--- src/rtl/line_read_scheduler.sv ---
// Line-granular FIFO read sequencer for the bilinear scaler: primes once per frame,
// then issues one H_PIX-long read burst per line gated by FIFO level and downstream credits.
module line_read_scheduler #(
    parameter int H_PIX       = 640,
    parameter int V_PIX       = 480,
    parameter int START_LEVEL = 3000,
    parameter int CREDITS     = 2,
    parameter int CNT_W       = 16
) (
    input  logic             biliner_clk_in,
    input  logic             sys_rst,
    input  logic             enable,
    input  logic [CNT_W-1:0] fifo_rd_count,
    input  logic             fifo_empty,
    input  logic             line_done_i,
    output logic             fifo_rd_en,
    output logic             pix_valid,
    output logic             line_start,
    output logic             line_end,
    output logic             frame_start,
    output logic             frame_end,
    output logic [10:0]      line_cnt,
    output logic [3:0]       credit_cnt,
    output logic             underflow_err,
    output logic             credit_err,
    output logic [1:0]       state_o
);

    typedef enum logic [1:0] {
        S_IDLE      = 2'd0,
        S_PRIME     = 2'd1,
        S_LINE_WAIT = 2'd2,
        S_BURST     = 2'd3
    } state_t;

    localparam int               HW        = $clog2(H_PIX);
    localparam logic [HW-1:0]    H_LAST    = HW'(H_PIX - 1);
    localparam logic [10:0]      V_LAST    = 11'(V_PIX - 1);
    localparam logic [3:0]       CRED_MAX  = 4'(CREDITS);
    localparam logic [CNT_W-1:0] PRIME_LVL = CNT_W'(START_LEVEL);
    localparam logic [CNT_W-1:0] LINE_LVL  = CNT_W'(H_PIX);

    state_t          r_state;
    logic [HW-1:0]   r_h_cnt;
    logic [10:0]     r_line_cnt;
    logic [3:0]      r_credit;
    logic            r_underflow;
    logic            r_credit_err;
    logic            r_rd_en_p0;
    logic            r_vld_p1;
    logic            r_ls_p1;
    logic            r_le_p1;
    logic            r_fs_p1;
    logic            r_fe_p1;

    logic            w_burst_go;
    logic            w_first;
    logic            w_last;
    logic            w_credit_over;

    // A release while every buffer is already free is a protocol error; the count saturates.
    function automatic logic [3:0] credit_next(input logic [3:0] cur, input logic take,
                                               input logic give);
        logic [3:0] nxt;
        nxt = cur;
        if (take && !give)
            nxt = cur - 4'd1;
        else if (give && !take && cur != CRED_MAX)
            nxt = cur + 4'd1;
        return nxt;
    endfunction

    assign w_burst_go    = (r_state == S_LINE_WAIT) && enable &&
                           (fifo_rd_count >= LINE_LVL) && (r_credit != 4'd0);
    assign w_first       = r_rd_en_p0 && (r_h_cnt == '0);
    assign w_last        = r_rd_en_p0 && (r_h_cnt == H_LAST);
    assign w_credit_over = line_done_i && !w_burst_go && (r_credit == CRED_MAX);

    always_ff @(posedge biliner_clk_in) begin
        if (sys_rst) begin
            r_state      <= S_IDLE;
            r_h_cnt      <= '0;
            r_line_cnt   <= '0;
            r_credit     <= CRED_MAX;
            r_underflow  <= 1'b0;
            r_credit_err <= 1'b0;
            r_rd_en_p0   <= 1'b0;
            r_vld_p1     <= 1'b0;
            r_ls_p1      <= 1'b0;
            r_le_p1      <= 1'b0;
            r_fs_p1      <= 1'b0;
            r_fe_p1      <= 1'b0;
        end else begin
            // p0 -> p1: markers are decoded from the read strobe and land with the FIFO data
            r_vld_p1 <= r_rd_en_p0;
            r_ls_p1  <= w_first;
            r_le_p1  <= w_last;
            r_fs_p1  <= w_first && (r_line_cnt == 11'd0);
            r_fe_p1  <= w_last && (r_line_cnt == V_LAST);

            if (r_rd_en_p0 && fifo_empty)
                r_underflow <= 1'b1;
            if (w_credit_over)
                r_credit_err <= 1'b1;
            r_credit <= credit_next(r_credit, w_burst_go, line_done_i);

            unique case (r_state)
                S_IDLE: begin
                    if (enable)
                        r_state <= S_PRIME;
                end
                S_PRIME: begin
                    if (!enable)
                        r_state <= S_IDLE;
                    else if (fifo_rd_count >= PRIME_LVL)
                        r_state <= S_LINE_WAIT;
                end
                S_LINE_WAIT: begin
                    if (!enable) begin
                        r_state <= S_IDLE;
                    end else if (w_burst_go) begin
                        r_state    <= S_BURST;
                        r_rd_en_p0 <= 1'b1;
                        r_h_cnt    <= '0;
                    end
                end
                S_BURST: begin
                    if (r_h_cnt == H_LAST) begin
                        r_rd_en_p0 <= 1'b0;
                        r_h_cnt    <= '0;
                        if (r_line_cnt == V_LAST) begin
                            r_line_cnt <= '0;
                            r_state    <= S_PRIME;
                        end else begin
                            r_line_cnt <= r_line_cnt + 11'd1;
                            r_state    <= S_LINE_WAIT;
                        end
                    end else begin
                        r_h_cnt <= r_h_cnt + HW'(1);
                    end
                end
                default: r_state <= S_IDLE;
            endcase
        end
    end

    assign fifo_rd_en    = r_rd_en_p0;
    assign pix_valid     = r_vld_p1;
    assign line_start    = r_ls_p1;
    assign line_end      = r_le_p1;
    assign frame_start   = r_fs_p1;
    assign frame_end     = r_fe_p1;
    assign line_cnt      = r_line_cnt;
    assign credit_cnt    = r_credit;
    assign underflow_err = r_underflow;
    assign credit_err    = r_credit_err;
    assign state_o       = r_state;

endmodule

--- config.mk ---
export PLATFORM = sky130hd
export DESIGN_NAME = line_read_scheduler
export DESIGN_NICKNAME = d
export VERILOG_FILES = /design/src/rtl/line_read_scheduler.sv
export SDC_FILE = /design/constraint.sdc
export NUM_CORES = 1
export LEC_CHECK = 0
export ABC_AREA = 0
export CAP_MARGIN = 15
export CORE_ASPECT_RATIO = 1.75
export CORE_UTILIZATION = 45
export DETAILED_ROUTE_END_ITERATION = 8
export PLACE_DENSITY_LB_ADDON = 0.05
export SETUP_SLACK_MARGIN = 0.05
export SLEW_MARGIN = 20
export SYNTH_ARGS = -nofsm -noshare
export SYNTH_HDL_FRONTEND = slang
export SYNTH_SLANG_ARGS = --single-unit
--- constraint.sdc ---
create_clock -name biliner_clk_in -period 4.2 [get_ports biliner_clk_in]
set_input_delay 0.84 -clock biliner_clk_in [delete_from_list [all_inputs] [get_ports biliner_clk_in]]
set_output_delay 0.84 -clock biliner_clk_in [all_outputs]
set_load 0.01 [all_outputs]
* Yosys cells after proc, flatten, opt, wreduce, memory -nomap -nowiden *
Index checks and enable logic that the tools add are counted.

storage, ports and cells
  bits in registers = 35
  input bits = 21
  output and inout bits = 25
  logic and storage cells = 74

cells by class
  add/subtract/negate cells = 4
  order comparisons = 2
  eq/ne operators = 13
  multiplexer cells = 19
  reduce and logical (&&, ||, !) cells = 24

operators with widths
  kind                                                                      number
  10-bit two-way mux                                                        3
  10-bit case mux with 2 select lines                                       1
  16-bit by 10-bit >= comparator with 1-bit output (second input constant)  1
  16-bit by 12-bit >= comparator with 1-bit output (second input constant)  1
  2-bit two-way mux                                                         7
  1-bit logical AND                                                         12
  11-bit by 1-bit adder with 11-bit output (second input constant)          1
  11-bit by 9-bit == test with 1-bit output (second input constant)         1
  11-bit logical NOT                                                        1
  11-bit two-way mux                                                        1
  10-bit by 1-bit adder with 10-bit output (second input constant)          1
  10-bit == test (second input constant)                                    1
  10-bit logical NOT                                                        1
  4-bit two-way mux                                                         2
  2-bit inequality test (second input constant)                             4
  2-bit case mux with 4 select lines                                        1
  4-bit AND reduction                                                       2
  3-bit inequality test (second input constant)                             2
  4-bit by 1-bit adder with 4-bit output (second input constant)            1
  2-bit == test (second input constant)                                     2
  4-bit by 2-bit == test with 1-bit output (second input constant)          1
  4-bit by 2-bit inequality test with 1-bit output (second input constant)  1
  2-bit nonzero test                                                        2
  4-bit nonzero test                                                        1
  8 further kinds                                                           11

* Depth between registers and ports, before layout *
  depth after elaboration = 9
  mapped depth = 11
  gate-level depth less buffers = 10

* Worst setup path before layout *
Ideal clock, no wire load.

  kind = input port to flip-flop
  start = in fifo_rd_count[13]
  end = reg r_credit[2] (netlist: credit_cnt[2])
  library setup time = 0.123 ns
  arrival = 2.578 ns
  data required time = 4.077 ns
  setup slack = 1.498 ns
  stages on the path = 9
  path buffers = 0
  path through = nor4_2 -> a31oi_2 -> nand2_1 -> nor2_1 -> xor2_1 -> ha_1 -> nor2b_1 -> a221oi_2 -> mux2_1

on the way
  longest elaborated chain between the ends = 7
  elaborated cells between the ends (all ways) = 9
  classes of those cells = order compare: 1; mux: 1; reduce/logical: 7

ends and longest elaborated chain
  item                                                line  text
  start, declared                                     13    input logic [CNT_W-1:0] fifo_rd_count,
  16-bit by 10-bit >= comparator with 1-bit output *  74    (fifo_rd_count >= LINE_LVL) && (r_credit != 4'd0);
  1-bit logical AND *                                 73    assign w_burst_go = (r_state == S_LINE_WAIT) && enable &&
  1-bit logical AND *                                 74
  1-bit logical NOT                                   68    else if (give && !take && cur != CRED_MAX)
  1-bit logical AND (2 in series)                     68
  2-bit nonzero test (no source line)                 --
  end signal, assigned                                105   r_credit <= credit_next(r_credit, w_burst_go, line_done_i);
  end, declared                                       46    logic [3:0] r_credit;

Every way passes the cells marked *; elsewhere a longest branch is shown, timed or not.
A chain may end at the register's enable or synchronous reset.

* Final worst setup path *
Same ends and word-level chain as after synthesis.

==> results_dict.tcl <==
set metrics [dict create \
    post-dp-hpwl_um 3210 \
    hold_class "reg -> reg" \
    initial_antenna_violation_count 0 \
    layout.nets 281 \
    cts.hold.buffers_added 0 \
    drcViolationCount 0 \
    wl_per_cell_um 14.0 \
    synthArstFlopShare_pct 0 \
    finalSetupTns_ps 0 \
    final_antenna_net_count 0 \
    io_pins 46 \
    max_freq_ghz 0.330 \
    synth.top_cell.area_share_pct 38.8 \
    tightestPinTransition_ps 548 \
    vias_in_the_first_global_route 1565 \
    finalPower_uw 648 \
    die_height_um 85.9 \
    synth_area_um2 1810 \
    post_route_cells_drive_above_1_share_pct 6.25 \
    ctsLongestPathBuffers 2 \
    core_um2 3870 \
    synth-edff-count 0 \
    cap_viol_max_count 0 \
    core.rowCount 30 \
    synth-main-ff-cell "sky130_fd_sc_hd__dfxtp_1" \
    dieArea_um2 4290 \
    grt_first_pass_wirelength_um 7000 \
    cts_max_level 2 \
    vias_per_cell 5.42 \
    post_synth_most_frequent_cells "sky130_fd_sc_hd__dfxtp_1, sky130_fd_sc_hd__nor2_1, sky130_fd_sc_hd__xor2_1" \
    dominant_cells_by_area_after_synthesis "sky130_fd_sc_hd__dfxtp_1, sky130_fd_sc_hd__nor2_1, sky130_fd_sc_hd__xor2_1" \
    timing.final.hold_violations 0 \
    groute.usage.overall_pct 21.5 \
    die_width_um 49.9 \
    arrival_ps 3190 \
    worstSetupStartpoint "fifo_rd_count[13]" \
    critPathCaptureType "flip-flop" \
    antennaDiodeCount 0 \
    cp-start-kind "input pin" \
    synth_cell_types 39 \
    avgSynthCellArea_um2 8.41 \
    post_cts.repair.setup_buffers 0 \
    grt_max_degree 18 \
    synthToLayoutAreaGrowth_pct 29.1 \
    worst-setup-path-type "in -> reg" \
    reg2reg_from "state_o[1]" \
    grt-ovfl-total 0 \
    gp_congestion 0.785 \
    worst_setup_hold_path_clk_slew_ps 70 \
    detailroute.via_count 1647 \
    grt_setup_unrepaired "false" \
    cts_tree "yes" \
    worst-endpoint-required_ps 4360 \
    finalHoldWorstSlack_ps 471 \
    port_buffers 42 \
    synthesized_flop_and_latch_total 35 \
    yosys_warnings 0 \
    drt-initial-drc-count 29 \
    drv_slew 0 \
    n_fill_cell 352 \
    finalCriticalPeriod_ps 3030 \
    wirelength_um 4250 \
    worst_hold_startpoint "underflow_err" \
    critical_path.max_fanout 5 \
    timing.final.setup_violations 0 \
    synth_top_area_cell "sky130_fd_sc_hd__dfxtp_1" \
    power.density_cell_area_nw_per_um2 278 \
    synthesis.nets 241 \
    p_leak_uw 0.000833 \
    final_util_pct 60.4 \
    clk_root_buffer_cell "sky130_fd_sc_hd__clkbuf_8" \
    cts-buffers-inserted 5 \
    start_util_pct 46.8 \
    drt_pre_antenna_iters 4 \
    timing.slew.headroom_pct 63.2 \
    layout_worst_path_cycle_share_pct 72.2 \
    mapped_cells 215 \
    max-vdd-ir-drop_v 0.000302 \
    timing.clock.skew_ps 10.5 \
    synth_seq_area_share_pct 38.8 \
    clk_latency_ps 280 \
    outcome "complete, no violations" \
    postCtsResizedCells 0 \
    cts_sinks 35 \
]
power breakdown:
part	switching [µW]	total, µW	internal [µW]
clock network	119	235	116
logic	29.9	65.7	35.8
registers	11.0	348	337
layout make-up:
type | count | area, µm² | share of cell area, %
clock buffer | 6 | 72.6 | 3.11
clock inverter | 2 | 12.5 | 0.536
inverter | 9 | 33.8 | 1.45
multi-input combinational | 159 | 1010 | 43.3
sequential | 35 | 701 | 30.0
tap | 48 | 60.1 | 2.57
timing repair buffer | 45 | 443 | 19.0
stage by stage:
step | worst slack, ps | cells | cell area (µm²)
after floorplan | 1500 | 215 | 1810
after global placement | 855 | 296 | 2250
after detailed placement | 835 | 296 | 2250
after CTS | 1130 | 304 | 2330
after global routing | 1030 | 304 | 2330
final | 1170 | 304 | 2330
registers in the layout (all words and copies together), names as in the netlist:
name           count
frame_end          1
fifo_rd_en         1
line_end           1
r_h_cnt           10
credit_cnt         4
frame_start        1
state_o            2
line_cnt          11
underflow_err      1
credit_err         1
line_start         1
pix_valid          1
path summary, 6_finish.rpt:
| path | endpoint | slack [ps] | depth (start not counted) |
|---|---|---|---|
| min | underflow_err | 470 | 2 |
| max | credit_cnt[2] | 1170 | 10 |
| max reg2reg | credit_cnt[2] | 1600 | 8 |
| min reg2reg | underflow_err | 470 | 2 |
cell usage in the layout (no fill, tap or decap), drive strengths merged, types with 2 or more instances in the layout:
cell,count
a211oi,2
a21oi,8
a221oi,2
a31oi,4
and2,3
and3,6
and4,3
buf,3
clkbuf,6
clkdlybuf4s50,42
dfxtp,35
ha,5
inv,9
nand2,9
nand3,11
nand4,7
nor2,35
nor2b,4
nor3,11
nor4,3
nor4b,2
o2111ai,3
o211ai,2
o21ai,8
or3,3
xnor2,5
xor2,15
worst max-delay path, cell delays in order:
cell                              delay [ps]
sky130_fd_sc_hd__clkdlybuf4s50_1         410
sky130_fd_sc_hd__nor4_2                  370
sky130_fd_sc_hd__a31oi_2                 140
sky130_fd_sc_hd__nand2_1                 170
sky130_fd_sc_hd__nor2_1                   70
sky130_fd_sc_hd__xor2_1                  150
sky130_fd_sc_hd__ha_1                    220
sky130_fd_sc_hd__nor2b_1                 140
sky130_fd_sc_hd__a221oi_2                330
sky130_fd_sc_hd__mux2_1                  350
logic make-up after synthesis:
kind of cell | Yosys count | synth area share (%)
XOR/XNOR | 20 | 9.69
adder cells (fa/ha/maj) | 5 | 3.46
flip-flops | 35 | 38.8
multiplexers | 1 | 0.623
AO/OA/AOI/OAI | 34 | 13.8
buffers and inverters | 21 | 5.33
AND/OR/NAND/NOR | 99 | 28.3
per-layer routing:
layer / vias to the layer above / share of wire [%] / GRT usage, %
met3: 4 / 2.6 / 4.26
met1: 775 / 38 / 20.6
li1: 839 / - / -
met5: - / 0 / 0
met4: 0 / 1.0 / 8.31
met2: 29 / 59 / 42.6
(Power assumes the default switching activity.)
